File: src/rtl/axi_adc_jesd204_pkg.sv
// Shared state encoding and default widths for the JESD204 ADC PN statistics block.
package axi_adc_jesd204_pkg;

    typedef enum logic [1:0] {
        S_OOS    = 2'd0,
        S_SETTLE = 2'd1,
        S_LOCKED = 2'd2
    } pn_state_t;

    localparam int DEF_CNT_WIDTH     = 32;
    localparam int DEF_WINDOW_WIDTH  = 24;
    localparam int DEF_SETTLE_CYCLES = 16;
    localparam int SETTLE_WIDTH      = 8;

endpackage

File: src/rtl/ad_sat_counter.sv
// Saturating up-counter with synchronous clear; clear wins over increment.
module ad_sat_counter #(
    parameter int WIDTH = 32
) (
    input  logic             clk,
    input  logic             rst,
    input  logic             clr,
    input  logic             inc,
    output logic [WIDTH-1:0] cnt_q
);

    logic [WIDTH-1:0] cnt_d;

    // next count: clear, saturating increment or hold
    always_comb begin
        cnt_d = cnt_q;
        if (clr) begin
            cnt_d = {WIDTH{1'b0}};
        end else if (inc && (cnt_q != {WIDTH{1'b1}})) begin
            cnt_d = cnt_q + {{(WIDTH-1){1'b0}}, 1'b1};
        end else begin
            cnt_d = cnt_q;
        end
    end

    // count register
    always_ff @(posedge clk) begin
        if (rst) begin
            cnt_q <= {WIDTH{1'b0}};
        end else begin
            cnt_q <= cnt_d;
        end
    end

endmodule

File: src/rtl/axi_adc_jesd204_pn_stats.sv
// Per-channel PN lock qualification, error/loss statistics and windowed error rate.
// Optional longest-error-run tracking is enabled by AXI_ADC_JESD204_PN_STATS_BURST_EN.
module axi_adc_jesd204_pn_stats
    import axi_adc_jesd204_pkg::*;
#(
    parameter int CNT_WIDTH     = DEF_CNT_WIDTH,
    parameter int WINDOW_WIDTH  = DEF_WINDOW_WIDTH,
    parameter int SETTLE_CYCLES = DEF_SETTLE_CYCLES
) (
    input  logic                    adc_clk,
    input  logic                    adc_rst,
    input  logic                    adc_pn_oos,
    input  logic                    adc_pn_err,
    input  logic [3:0]              adc_pnseq_sel,
    input  logic                    adc_stats_clr,
    input  logic [WINDOW_WIDTH-1:0] adc_window_len,
    output logic                    adc_locked,
    output logic [CNT_WIDTH-1:0]    adc_err_cnt,
    output logic [CNT_WIDTH-1:0]    adc_loss_cnt,
    output logic                    adc_err_sticky,
    output logic                    adc_loss_sticky,
    output logic [CNT_WIDTH-1:0]    adc_win_err_cnt,
    output logic                    adc_win_done
`ifdef AXI_ADC_JESD204_PN_STATS_BURST_EN
    ,
    output logic [15:0]             adc_burst_max
`endif
);

    pn_state_t               state_q, state_d;
    logic [SETTLE_WIDTH-1:0] settle_q, settle_d;
    logic [3:0]              pnseq_q;
    logic                    locked_q, locked_d;
    logic                    err_sticky_q, err_sticky_d;
    logic                    loss_sticky_q, loss_sticky_d;
    logic [WINDOW_WIDTH-1:0] win_cnt_q, win_cnt_d;
    logic [CNT_WIDTH-1:0]    win_err_q, win_err_d;
    logic                    win_done_q, win_done_d;
    logic [CNT_WIDTH-1:0]    acc_cnt;
    logic [CNT_WIDTH-1:0]    acc_latch;
    logic                    seq_chg, count_en, loss_ev, win_active, win_end, acc_clr;

    assign seq_chg  = (adc_pnseq_sel != pnseq_q);
    assign count_en = (state_q == S_LOCKED) && !seq_chg && !adc_pn_oos && adc_pn_err;
    assign loss_ev  = (state_q == S_LOCKED) && !seq_chg && adc_pn_oos;

    // lock qualification state machine; a sequence change always forces resync
    always_comb begin
        state_d  = state_q;
        settle_d = settle_q;
        if (seq_chg) begin
            state_d  = S_OOS;
            settle_d = {SETTLE_WIDTH{1'b0}};
        end else begin
            case (state_q)
                S_OOS: begin
                    settle_d = {SETTLE_WIDTH{1'b0}};
                    if (!adc_pn_oos) begin
                        state_d = S_SETTLE;
                    end else begin
                        state_d = S_OOS;
                    end
                end
                S_SETTLE: begin
                    if (adc_pn_oos) begin
                        state_d  = S_OOS;
                        settle_d = {SETTLE_WIDTH{1'b0}};
                    end else if (settle_q == SETTLE_WIDTH'(SETTLE_CYCLES - 1)) begin
                        state_d  = S_LOCKED;
                        settle_d = {SETTLE_WIDTH{1'b0}};
                    end else begin
                        settle_d = settle_q + {{(SETTLE_WIDTH-1){1'b0}}, 1'b1};
                    end
                end
                S_LOCKED: begin
                    if (adc_pn_oos) begin
                        state_d = S_OOS;
                    end else begin
                        state_d = S_LOCKED;
                    end
                end
                default: begin
                    state_d  = S_OOS;
                    settle_d = {SETTLE_WIDTH{1'b0}};
                end
            endcase
        end
    end

    // a window only runs while we stay locked; leaving lock aborts it silently
    assign win_active = (state_q == S_LOCKED) && (state_d == S_LOCKED) &&
                        (adc_window_len != {WINDOW_WIDTH{1'b0}});
    assign win_end    = win_active &&
                        (win_cnt_q >= (adc_window_len - {{(WINDOW_WIDTH-1){1'b0}}, 1'b1}));
    assign acc_clr    = adc_stats_clr || !win_active || win_end;
    assign acc_latch  = (count_en && (acc_cnt != {CNT_WIDTH{1'b1}})) ?
                        acc_cnt + {{(CNT_WIDTH-1){1'b0}}, 1'b1} : acc_cnt;

    // status, stickies and window bookkeeping
    always_comb begin
        locked_d      = (state_d == S_LOCKED);
        err_sticky_d  = err_sticky_q;
        loss_sticky_d = loss_sticky_q;
        win_cnt_d     = win_cnt_q;
        win_err_d     = win_err_q;
        win_done_d    = 1'b0;
        if (adc_stats_clr) begin
            err_sticky_d  = 1'b0;
            loss_sticky_d = 1'b0;
            win_cnt_d     = {WINDOW_WIDTH{1'b0}};
            win_err_d     = {CNT_WIDTH{1'b0}};
        end else begin
            err_sticky_d  = err_sticky_q | count_en;
            loss_sticky_d = loss_sticky_q | loss_ev;
            if (win_end) begin
                win_cnt_d  = {WINDOW_WIDTH{1'b0}};
                win_err_d  = acc_latch;
                win_done_d = 1'b1;
            end else if (win_active) begin
                win_cnt_d = win_cnt_q + {{(WINDOW_WIDTH-1){1'b0}}, 1'b1};
            end else begin
                win_cnt_d = {WINDOW_WIDTH{1'b0}};
            end
        end
    end

    // state and status registers
    always_ff @(posedge adc_clk) begin
        if (adc_rst) begin
            state_q       <= S_OOS;
            settle_q      <= {SETTLE_WIDTH{1'b0}};
            pnseq_q       <= 4'd0;
            locked_q      <= 1'b0;
            err_sticky_q  <= 1'b0;
            loss_sticky_q <= 1'b0;
            win_cnt_q     <= {WINDOW_WIDTH{1'b0}};
            win_err_q     <= {CNT_WIDTH{1'b0}};
            win_done_q    <= 1'b0;
        end else begin
            state_q       <= state_d;
            settle_q      <= settle_d;
            pnseq_q       <= adc_pnseq_sel;
            locked_q      <= locked_d;
            err_sticky_q  <= err_sticky_d;
            loss_sticky_q <= loss_sticky_d;
            win_cnt_q     <= win_cnt_d;
            win_err_q     <= win_err_d;
            win_done_q    <= win_done_d;
        end
    end

    ad_sat_counter #(.WIDTH(CNT_WIDTH)) u_err_cnt (
        .clk(adc_clk), .rst(adc_rst), .clr(adc_stats_clr), .inc(count_en), .cnt_q(adc_err_cnt)
    );

    ad_sat_counter #(.WIDTH(CNT_WIDTH)) u_loss_cnt (
        .clk(adc_clk), .rst(adc_rst), .clr(adc_stats_clr), .inc(loss_ev), .cnt_q(adc_loss_cnt)
    );

    ad_sat_counter #(.WIDTH(CNT_WIDTH)) u_acc_cnt (
        .clk(adc_clk), .rst(adc_rst), .clr(acc_clr), .inc(count_en), .cnt_q(acc_cnt)
    );

    assign adc_locked      = locked_q;
    assign adc_err_sticky  = err_sticky_q;
    assign adc_loss_sticky = loss_sticky_q;
    assign adc_win_err_cnt = win_err_q;
    assign adc_win_done    = win_done_q;

`ifdef AXI_ADC_JESD204_PN_STATS_BURST_EN
    logic [15:0] run_cnt;
    logic [15:0] run_next;
    logic [15:0] burst_q, burst_d;

    ad_sat_counter #(.WIDTH(16)) u_run_cnt (
        .clk(adc_clk), .rst(adc_rst), .clr(adc_stats_clr || !count_en), .inc(count_en),
        .cnt_q(run_cnt)
    );

    assign run_next = (run_cnt != 16'hFFFF) ? run_cnt + 16'd1 : run_cnt;

    // longest run of consecutive counted errors
    always_comb begin
        burst_d = burst_q;
        if (adc_stats_clr) begin
            burst_d = 16'd0;
        end else if (count_en && (run_next > burst_q)) begin
            burst_d = run_next;
        end else begin
            burst_d = burst_q;
        end
    end

    // burst maximum register
    always_ff @(posedge adc_clk) begin
        if (adc_rst) begin
            burst_q <= 16'd0;
        end else begin
            burst_q <= burst_d;
        end
    end

    assign adc_burst_max = burst_q;
`endif

endmodule

File: config.mk
export PLATFORM = sky130hd
export DESIGN_NAME = axi_adc_jesd204_pn_stats
export DESIGN_NICKNAME = d
export VERILOG_FILES = /design/src/rtl/axi_adc_jesd204_pkg.sv /design/src/rtl/ad_sat_counter.sv /design/src/rtl/axi_adc_jesd204_pn_stats.sv
export SDC_FILE = /design/constraint.sdc
export NUM_CORES = 1
export LEC_CHECK = 0
export BUFFER_PORTS_ARGS = -buffer_cell sky130_fd_sc_hd__buf_2
export CORE_MARGIN = 2
export CORE_UTILIZATION = 50
export DETAILED_ROUTE_END_ITERATION = 12
export GPL_ROUTABILITY_DRIVEN = 1
export PLACE_DENSITY = 0.72
export SETUP_SLACK_MARGIN = 0.5
export SLEW_MARGIN = 15
export SYNTH_ARGS = -nofsm -noshare
export SYNTH_HDL_FRONTEND = slang
export SYNTH_SLANG_ARGS = --single-unit
export TNS_END_PERCENT = 10
File: constraint.sdc
create_clock -name adc_clk -period 10.7 [get_ports adc_clk]
set_clock_uncertainty 0.1 [all_clocks]
set_input_delay 1.07 -clock adc_clk [delete_from_list [all_inputs] [get_ports adc_clk]]
set_output_delay 1.07 -clock adc_clk [all_outputs]
set_load 0.02 [all_outputs]
# --- Word level (Yosys, flattened, before mapping) ---
# Cells that the tools add are included.
classes:
  add_sub_neg: 6
  n_eq_ne: 8
  n_mux: 11
  magnitude_cmp: 1
  bitwise_logic: 3
  n_reduce_logical: 21
op_table:
  columns: ["op", "n"]
  rows:
  - ["32-bit by 1-bit adder with 32-bit output (second input constant)", 3]
  - ["32-bit inequality test (second input constant)", 3]
  - ["32-bit 2-to-1 mux", 1]
  - ["24-bit by 1-bit adder with 24-bit output (second input constant)", 1]
  - ["24-bit greater-or-equal comparator", 1]
  - ["24-bit nonzero test", 1]
  - ["24-bit by 1-bit subtractor with 24-bit output (second input constant)", 1]
  - ["8-bit 2-to-1 mux", 2]
  - ["8-bit one-hot mux with 2 select lines", 1]
  - ["1-bit logical AND", 10]
  - ["8-bit by 1-bit adder with 8-bit output (second input constant)", 1]
  - ["8-bit by 4-bit == test with 1-bit output (second input constant)", 1]
  - ["2-bit 2-to-1 mux", 4]
  - ["2-bit one-hot mux with 3 select lines", 1]
  - ["2-bit OR reduction", 3]
  - ["2-bit == test (second input constant)", 2]
  - ["4-bit inequality test", 1]
  - ["4-bit OR reduction", 1]
  - ["1-bit logical NOT", 3]
  - ["2-bit by 1-bit == test with 1-bit output (second input constant)", 1]
  - ["2-bit logical NOT", 1]
  - ["1-bit logical OR", 2]
  - ["1-bit 2-to-1 mux", 2]
  - ["1-bit bitwise OR", 2]
  - ["1-bit inverter", 1]
totals:
  inputBits: 33
  regBits: 170
  output_inout_bits: 100

# --- Longest topological paths before layout ---
# Gate-level depths: netlist (run 1).
depth:
  depth_word: 12
  mapped_depth: 17
  depth_no_buf: 15

# --- Modules after synthesis ---
# Synthesis (run 1) repeated with hierarchy kept, for this count alone.
unflattened:
  cells_unflattened: 1130
  area_unflattened_um2: 9584.2
by_module_without_submodules:
  columns: ["mod", "instances", "seq_area_each_um2", "cells_per_inst", "area_per_inst_um2"]
  rows:
  - ["ad_sat_counter", 3, 640.6, 198, 1620.3]
  - ["axi_adc_jesd204_pn_stats", 1, 1481.4, 536, 4723.3]

# --- Worst setup path before layout (run 1) ---
# Ideal clock, no wire load.
synth_path:
  kind: "input to register"
  startpoint: "input adc_window_len[2]"
  endpoint: "register u_acc_cnt.cnt_q[10]"
  arrival_time_ns: 4.364
  path_buffers: 2
  setup_slack_ns: 6.171
  setup_ns: 0.065
  t_required_ns: 10.535
  stages: 15
  path_cell_list: "nor2_1 -> nor4b_1 -> nand3_1 -> or3_1 -> xor2_1 -> ha_1 -> a21o_1 -> a21o_1 -> a21oi_1 -> o21a_1 -> and3_1 -> or4b_1 -> clkbuf_1 -> buf_1 -> nor2_1"
synth_via:
  elab_chain_cells: 6
  word_cells_on_any_way: 9
  cone_classes: "add/sub (1); order compare (1); reduce/logical (7)"
synth_lines:
  columns: ["item", "line", "source"]
  rows:
  - ["from (decl)", "axi_adc_jesd204_pn_stats.sv:16", "input logic [WINDOW_WIDTH-1:0] adc_window_len,"]
  - ["parallel branches: the longest is 4 deep, another holds 24-bit by 1-bit subtractor with 24-bit output", null, null]
  - ["1-bit logical OR *", "axi_adc_jesd204_pn_stats.sv:95", "assign acc_clr = adc_stats_clr || !win_active || win_end;"]
  - ["2-bit OR reduction (no line) *", null, null]
  - ["to (signal assigned)", "ad_sat_counter.sv:29", "cnt_q <= {WIDTH{1'b0}};"]
  - ["to (signal assigned)", "ad_sat_counter.sv:31", "cnt_q <= cnt_d;"]
  - ["to (decl)", "ad_sat_counter.sv:9", "output logic [WIDTH-1:0] cnt_q"]
# Every way passes the cells marked *.
# A chain may end at the register's enable or synchronous reset.

# --- Worst setup path after layout (run 1) ---
layout_path:
  startpoint: "input adc_window_len[2]"
  endpoint: "register win_err_q[31] (netlist: adc_win_err_cnt[31])"
layout_via:
  elab_chain_cells: 3
  word_cells_on_any_way: 5
  cone_classes: "add/sub (1); order compare (1); reduce/logical (3)"
layout_lines:
  columns: ["item", "line", "source"]
  rows:
  - ["24-bit by 1-bit subtractor with 24-bit output / 24-bit nonzero test (equally long branches)", "axi_adc_jesd204_pn_stats.sv:94, axi_adc_jesd204_pn_stats.sv:92", null]
  - ["24-bit greater-or-equal comparator / 1-bit logical AND (equally long branches)", "axi_adc_jesd204_pn_stats.sv:94, axi_adc_jesd204_pn_stats.sv:91", null]
  - ["1-bit logical AND *", "axi_adc_jesd204_pn_stats.sv:93", "assign win_end = win_active &&"]
  - ["to (signal assigned)", "axi_adc_jesd204_pn_stats.sv:137", "win_err_q <= {CNT_WIDTH{1'b0}};"]
  - ["to (signal assigned)", "axi_adc_jesd204_pn_stats.sv:147", "win_err_q <= win_err_d;"]
  - ["to (decl)", "axi_adc_jesd204_pn_stats.sv:37", "logic [CNT_WIDTH-1:0] win_err_q, win_err_d;"]
# Every way passes the cells marked *; elsewhere a longest branch is shown, timed or not.

==> key figures, run 1 <==
Run status
  • Status: finished clean

Placed design
  • Hpwl dp: around 13000 um
  • Routability cong.: 0.7730
  • Port Buffers: 132
  • Cells after DPL: 1253

Synth
  • Mapped Nets: between 900 and 1k
  • Syn Area/Cell: 8.611 um^2
  • Post-synth top area cell: dfxtp_1
  • Top post-synthesis cells by count: 174 x nor2_1, 170 x dfxtp_1, 79 x xor2_1
  • Dominant cells by area after synthesis: dfxtp_1 42%, xor2_1 8.6%, nor2_1 8.1%
  • Ys flop type: dfxtp_1
  • Count of cell types in the netlist: 46
  • Top-count cell post-synth: nor2_1
  • Post-synth ARST share: 0%
  • Post-Syn Area: 0.008034 mm^2
  • Number of synthesized flops with an enable pin: 0
  • Sequential area share after synthesis: 42.36%
  • Synthesized instance count: 933
  • Post-synth top area share: 42.36%
  • Synth Warn #: 0
  • Yosys reg bits: 170

Critical path
  • CP max-delay cell: nor4b_1
  • Crit path DAT: roughly 5100 ps
  • Critical Path Start Type: input port
  • CP cell instances: buf_2 -> nor2_1 -> nor4b_1 -> nand3_1 -> or3_1 -> xor2_1 -> ha_1 -> nand4_1 -> nor4_1 -> o2111ai_1 -> a31oi_4 -> buf_4 -> nor2_1 -> a211oi_1
  • Critical Path Max Stage Delay: 710 ps
  • Critical Path RT: 10920 ps
  • CP max FO: 64
  • WS Path Type: in -> reg
  • Worst path most repeated cell: nor2_1
  • Crit. End Element: flop

Detailed routing
  • Metal3 WL: 862 um
  • Via count: 6770
  • Final WL: between 15000 and 20000 um
  • WL/cell: 13.80 um
  • DR iter-0 viols: 306
  • DRC: 0
  • Vias per cell: roughly 5.3
  • Top routing layer in use: met4
  • Drt pass-1 iters: 5
  • Wl on met1: ~8200 um
  • DRT antenna net count: 0
  • Met2 Wirelength: 8448 um

Die
  • IO Count: 133
  • DIE HEIGHT: roughly 130 um
  • Initial Util: 50.94%
  • Core area: around 0.016 mm^2
  • Std cell rows: between 40 and 50
  • Die W: 130.8 um
  • Die ar.: around 0.017 mm^2

Power and ir drop
  • Max VDD drop: 116.2 uV
  • Pleak: between 3 and 4 nW
  • Total Power: 0.001305 W
  • Pwr/cell area: 137.3 mW/mm^2

Final layout
  • Area Overhead vs Synth: 18.33%
  • Share of layout cells above drive strength 1: 16.46%
  • Ant. Diodes: 0
  • # nets final: 1119
  • Layout Cells excl Fill: ~1.3k

Clock network
  • CTS tree: built
  • CTS resizes: 0
  • # Post-CTS Setup Buffers: 0
  • Hold-fix buffers at CTS: 0
  • Clk root buf: clkbuf_16
  • Clk_lat worst skew: 430 ps
  • CTS Sinks: between 150 and 200
  • CTS H-Tree Depth: 4
  • Num CTS Buffers: 17
  • Max Buffers Root-to-Sink: 2
  • Clk pin slew, worst setup/hold paths: 60 ps

STA
  • Period utilisation layout: 45.41%
  • Fin Setup TNS: 0 ps
  • Final Hold Viols: 0
  • Max-slew headroom: 27.85%
  • RSZ-0062 raised after global routing: no
  • Final setup violation count: 0
  • Tmin final: 4858 ps
  • Fmax: 205.8 MHz
  • Worst Tran Pin Value: about 1100 ps
  • Pins Over Slew Limit: 0

Run
  • Max Cap Violations: 0

Global routing
  • First-pass GRT wire length: 29280 um
  • Largest net degree at the start of global routing: 101
  • Grt total ovfl: 0
  • Initial antenna violation count: 0
  • Tot GR Track Use: about a fifth
  • Vias in the first global route: 6223

Hold path
  • HP Class: reg -> reg
-- worst max-delay path: cells and delay by family --
family                   cells  cell delay, ps
XOR/XNOR                     1             160
buffers and inverters        2             630
adder cells (fa/ha/maj)      1             290
AND/OR/NAND/NOR              7            2140
AO/OA/AOI/OAI                3             760
-- worst paths after layout --
path | slack (ps) | end | depth (start not counted) | start
worst min-delay path | 350 | adc_loss_sticky | 2 | adc_loss_sticky
worst min register to register | 350 | adc_loss_sticky | 2 | adc_loss_sticky
worst max register to register | 7680 | u_err_cnt.cnt_q[14] | 7 | pnseq_q[1]
worst max-delay path | 5840 | adc_win_err_cnt[31] | 14 | adc_window_len[2]
-- report_power, final --
part,switching (W),total [W],internal [W]
Combinational,0.0000204,0.0000329,0.0000125
Sequential,0.000000418,0.000634,0.000633
Clock,0.000266,0.000638,0.000372
-- cells by family after synthesis --
| group | Yosys count | synth area share (%) |
|---|---|---|
| DFF | 170 | 42.36 |
| AOI/OAI and AO/OA | 108 | 8.675 |
| buffers and inverters | 50 | 2.352 |
| adders and majority gates | 30 | 4.672 |
| and+or+nand+nor | 442 | 27.38 |
| muxes | 4 | 0.4984 |
| xor gates and xnor gates | 129 | 14.06 |
-- area by class of cell --
class | instances | area, um^2
Clock buffer | 17 | 425.4
Fill cell | 1451 | 6264
Tap cell | 216 | 270.3
Clock inverter | 15 | 190.2
Sequential cell | 170 | 3403
Multi-Input combinational cell | 713 | 4459
Timing Repair Buffer | 136 | 690.7
Inverter | 18 | 67.56
-- metrics by stage --
| stage | util (%) | hold WS [ps] | instance area (um^2) | setup slack (ps) |
|---|---|---|---|---|
| 2_1_floorplan | - | 337.3 | 8034 | 6171 |
| 3_3_place_gp | 56.38 | 332.8 | 8891 | 5631 |
| 3_5_place_dp | 56.38 | 336.5 | 8891 | 5476 |
| 4_1_cts | 60.28 | 349.4 | 9507 | 5943 |
| 5_1_grt | 60.28 | 378.9 | 9507 | 5455 |
| 6_report | 60.28 | 348.8 | 9507 | 5842 |
-- state kept, by name, indices dropped and copies added, names as in the netlist, 2 cells and up --
register and count:
adc_win_err_cnt 32, pnseq_q 4, settle_q 8, state_q 2
u_acc_cnt.cnt_q 32, u_err_cnt.cnt_q 32, u_loss_cnt.cnt_q 32, win_cnt_q 24
-- metal layers --
layer / vias to the layer above / global-route usage [%]
met1: 3135 / 26.80
met5: - / 0
met4: 0 / 6.946
li1: 3508 / -
met3: 16 / 5.334
met2: 111 / 36.18
-- placed cells by master (no fill, tap or decap), types with 31 or more instances in the layout --
master,instances
nor2_1,174
dfxtp_1,170
buf_2,132
xor2_1,79
nand2_1,55
xnor2_1,50
nand3_1,44
a211oi_1,36
nand4_1,31
Power figures use the tool's default switching activity.
==> run 2, diff against run 1 <==
PLACE_DENSITY = 0.75   (was 0.72)
clock period = 4.29 ns   (was 10.7 ns; I/O delays follow)
==> run 2 against run 1 <==
Power grew 140%; setup slack got worse by 5100 ps; non-clock buffer count is 4 higher; wire length increased by 2.3%; cell area grew 1.0%; utilization increased by 0.63 points.
==> key figures, run 2 (same netlist as run 1, synthesis figures left out) <==
STA
  • Tmin final: approximately 3600 ps
  • Pins Over Slew Limit: 0
  • Final setup violation count: 0
  • Max-slew headroom: 29.51%
  • Fmax: 280.2 MHz
  • Fin Setup TNS: 0 ps
  • Worst Tran Pin Value: 1051 ps
  • Fin Hold WS: between 100 and 150 ps
  • Period utilisation layout: 83.20%
  • RSZ-0062 raised after global routing: no
  • Final Hold Viols: 0

Power and ir drop
  • Pwr/cell area: 330.4 mW/mm^2
  • Pleak: 3.635 nW
  • Max VDD drop: 293.3 uV

Die
  • Die W: approximately 130 um
  • Initial Util: approximately half
  • IO Count: 133
  • Core area: 0.01577 mm^2
  • Die ar.: about 0.017 mm^2
  • DIE HEIGHT: 130.8 um
  • Std cell rows: 46

Clock network
  • Num CTS Buffers: 17
  • Clk root buf: clkbuf_16
  • CTS Sinks: 170
  • CTS tree: built
  • CTS H-Tree Depth: 4
  • Clk_lat worst skew: 430 ps
  • Clk pin slew, worst setup/hold paths: around 70 ps
  • Hold-fix buffers at CTS: 0
  • Max Buffers Root-to-Sink: 2

Placed design
  • Hpwl dp: 12630 um
  • Port Buffers: around 130
  • Routability cong.: 0.8640

Critical path
  • R2r startpoint: u_acc_cnt.cnt_q[17]
  • Critical Path RT: 4560 ps
  • Critical Path Start Type: input port
  • CP cell instances: buf_2 -> nor2_1 -> nor4b_4 -> nand3_1 -> or3_1 -> xor2_1 -> ha_1 -> a21o_1 -> a21o_1 -> a21oi_1 -> o21a_1 -> and3_1 -> or4b_1 -> buf_12 -> nor2_1
  • Crit path DAT: approximately 3800 ps
  • Critical R2R Capture: adc_win_err_cnt[7]
  • Crit. End Element: flop
  • Critical Path Max Stage Delay: between 400 and 500 ps
  • R2R depth: 8
  • Crit path from: adc_window_len[2]
  • CP max-delay cell: or4b_1
  • Reg2Reg Setup Slack: 1320 ps
  • Buffers and inverters on the worst path: 2
  • Crit path max-delay family: simple AND/OR/NAND/NOR gates
  • CP max FO: 56
  • WS Path Type: in -> reg

Hold path
  • Hold Path Sink: pnseq_q[2]
  • HP Class: in -> reg
  • Hold Crit Depth: 2
  • Min-delay src: adc_pnseq_sel[2]

Global routing
  • Tot GR Track Use: a little over a fifth
  • Grt total ovfl: 0
  • Vias in the first global route: 6310
  • First-pass GRT wire length: 29180 um
  • Initial antenna violation count: 0
  • Largest net degree at the start of global routing: 76

Final layout
  • Share of layout cells above drive strength 1: 17.43%
  • Area Overhead vs Synth: 19.56%
  • Most common cell after layout, fill and taps aside: nor2_1
  • Most frequent cells in the layout: 173 x nor2_1, 170 x dfxtp_1, 132 x buf_2
  • Final Core Density: roughly three fifths
  • # nets final: approximately 1.1k
  • Fill cells: 1414
  • Ant. Diodes: 0

Detailed routing
  • DR iter-0 viols: 399
  • Via count: slightly below 7k
  • Drt pass-1 iters: 4
  • DRC: 0
  • WL/cell: about 14 um
  • Final WL: ~18000 um
  • DRT antenna net count: 0
  • Vias per cell: ~5.4

Run status
  • Status: finished clean

Run
  • Max Cap Violations: 0
run 2: cell count changes in the layout (fill, tap and decap cells not counted), sizes merged:
cell      delta
clkbuf       +5
buf          +3
bufinv       -2
clkinv       +2
clkinvlp     -2
inv          -2
run 2: cell type report:
cell class | instances | area (um^2) | share of cell area (%)
clock buffers | 21 | 470.5 | 4.898
clock inverters | 11 | 111.4 | 1.159
inverters | 18 | 67.56 | 0.7034
multi-input cells | 713 | 4519 | 47.05
flip-flops and latches | 170 | 3403 | 35.43
well taps | 216 | 270.3 | 2.814
repair buffers | 140 | 763.2 | 7.946
run 2: metrics by stage:
stage | std cells | area, um^2 | total power [W] | worst slack [ps]
floorplan | 933 | 8040 | 0.001665 | 577.5
finish | 1289 | 9605 | 0.003173 | 720.7
CTS | 1287 | 9525 | 0.003200 | 510.0
global placement | 1255 | 8937 | 0.001700 | 168.7
detailed placement | 1255 | 8937 | 0.001702 | 20.89
global route | 1289 | 9605 | 0.003264 | 479.3
run 2: metal layers:
layer  wire length [um]  global-route usage [%]
met2               8715                   35.88
met3                781                   3.909
met1               8344                   27.17
met4                306                   7.697
met5                  0                       0
run 2: worst max-delay path by stage:
stage | end | slack, ps | depth (start not counted)
5_1_grt | u_acc_cnt.cnt_q[19] | 480 | 15
6_report | u_acc_cnt.cnt_q[19] | 720 | 15
3_3_place_gp | adc_win_err_cnt[22] | 170 | 17
2_1_floorplan | u_acc_cnt.cnt_q[10] | 580 | 14
4_1_cts | adc_win_err_cnt[19] | 510 | 14
3_5_place_dp | adc_win_err_cnt[19] | 20 | 17
run 2: report_power, final:
group,leakage (nW),internal (W),switching (W),total [W]
Sequential,1.37,0.00158,0.000000969,0.00158
Clock,0.286,0.000855,0.000652,0.00151
Combinational,1.98,0.0000326,0.0000539,0.0000865
Total,3.64,0.00247,0.000706,0.00317
run 2: what timing repair did:
| action | in CTS | in global routing |
|---|---|---|
| cloned | 0 | 1 |
| gates resized for setup | 1 | 8 |
| pin swaps | 0 | 2 |
| endpoints found under the setup margin | 6 | 88 |
| buffers inserted | 0 | 1 |
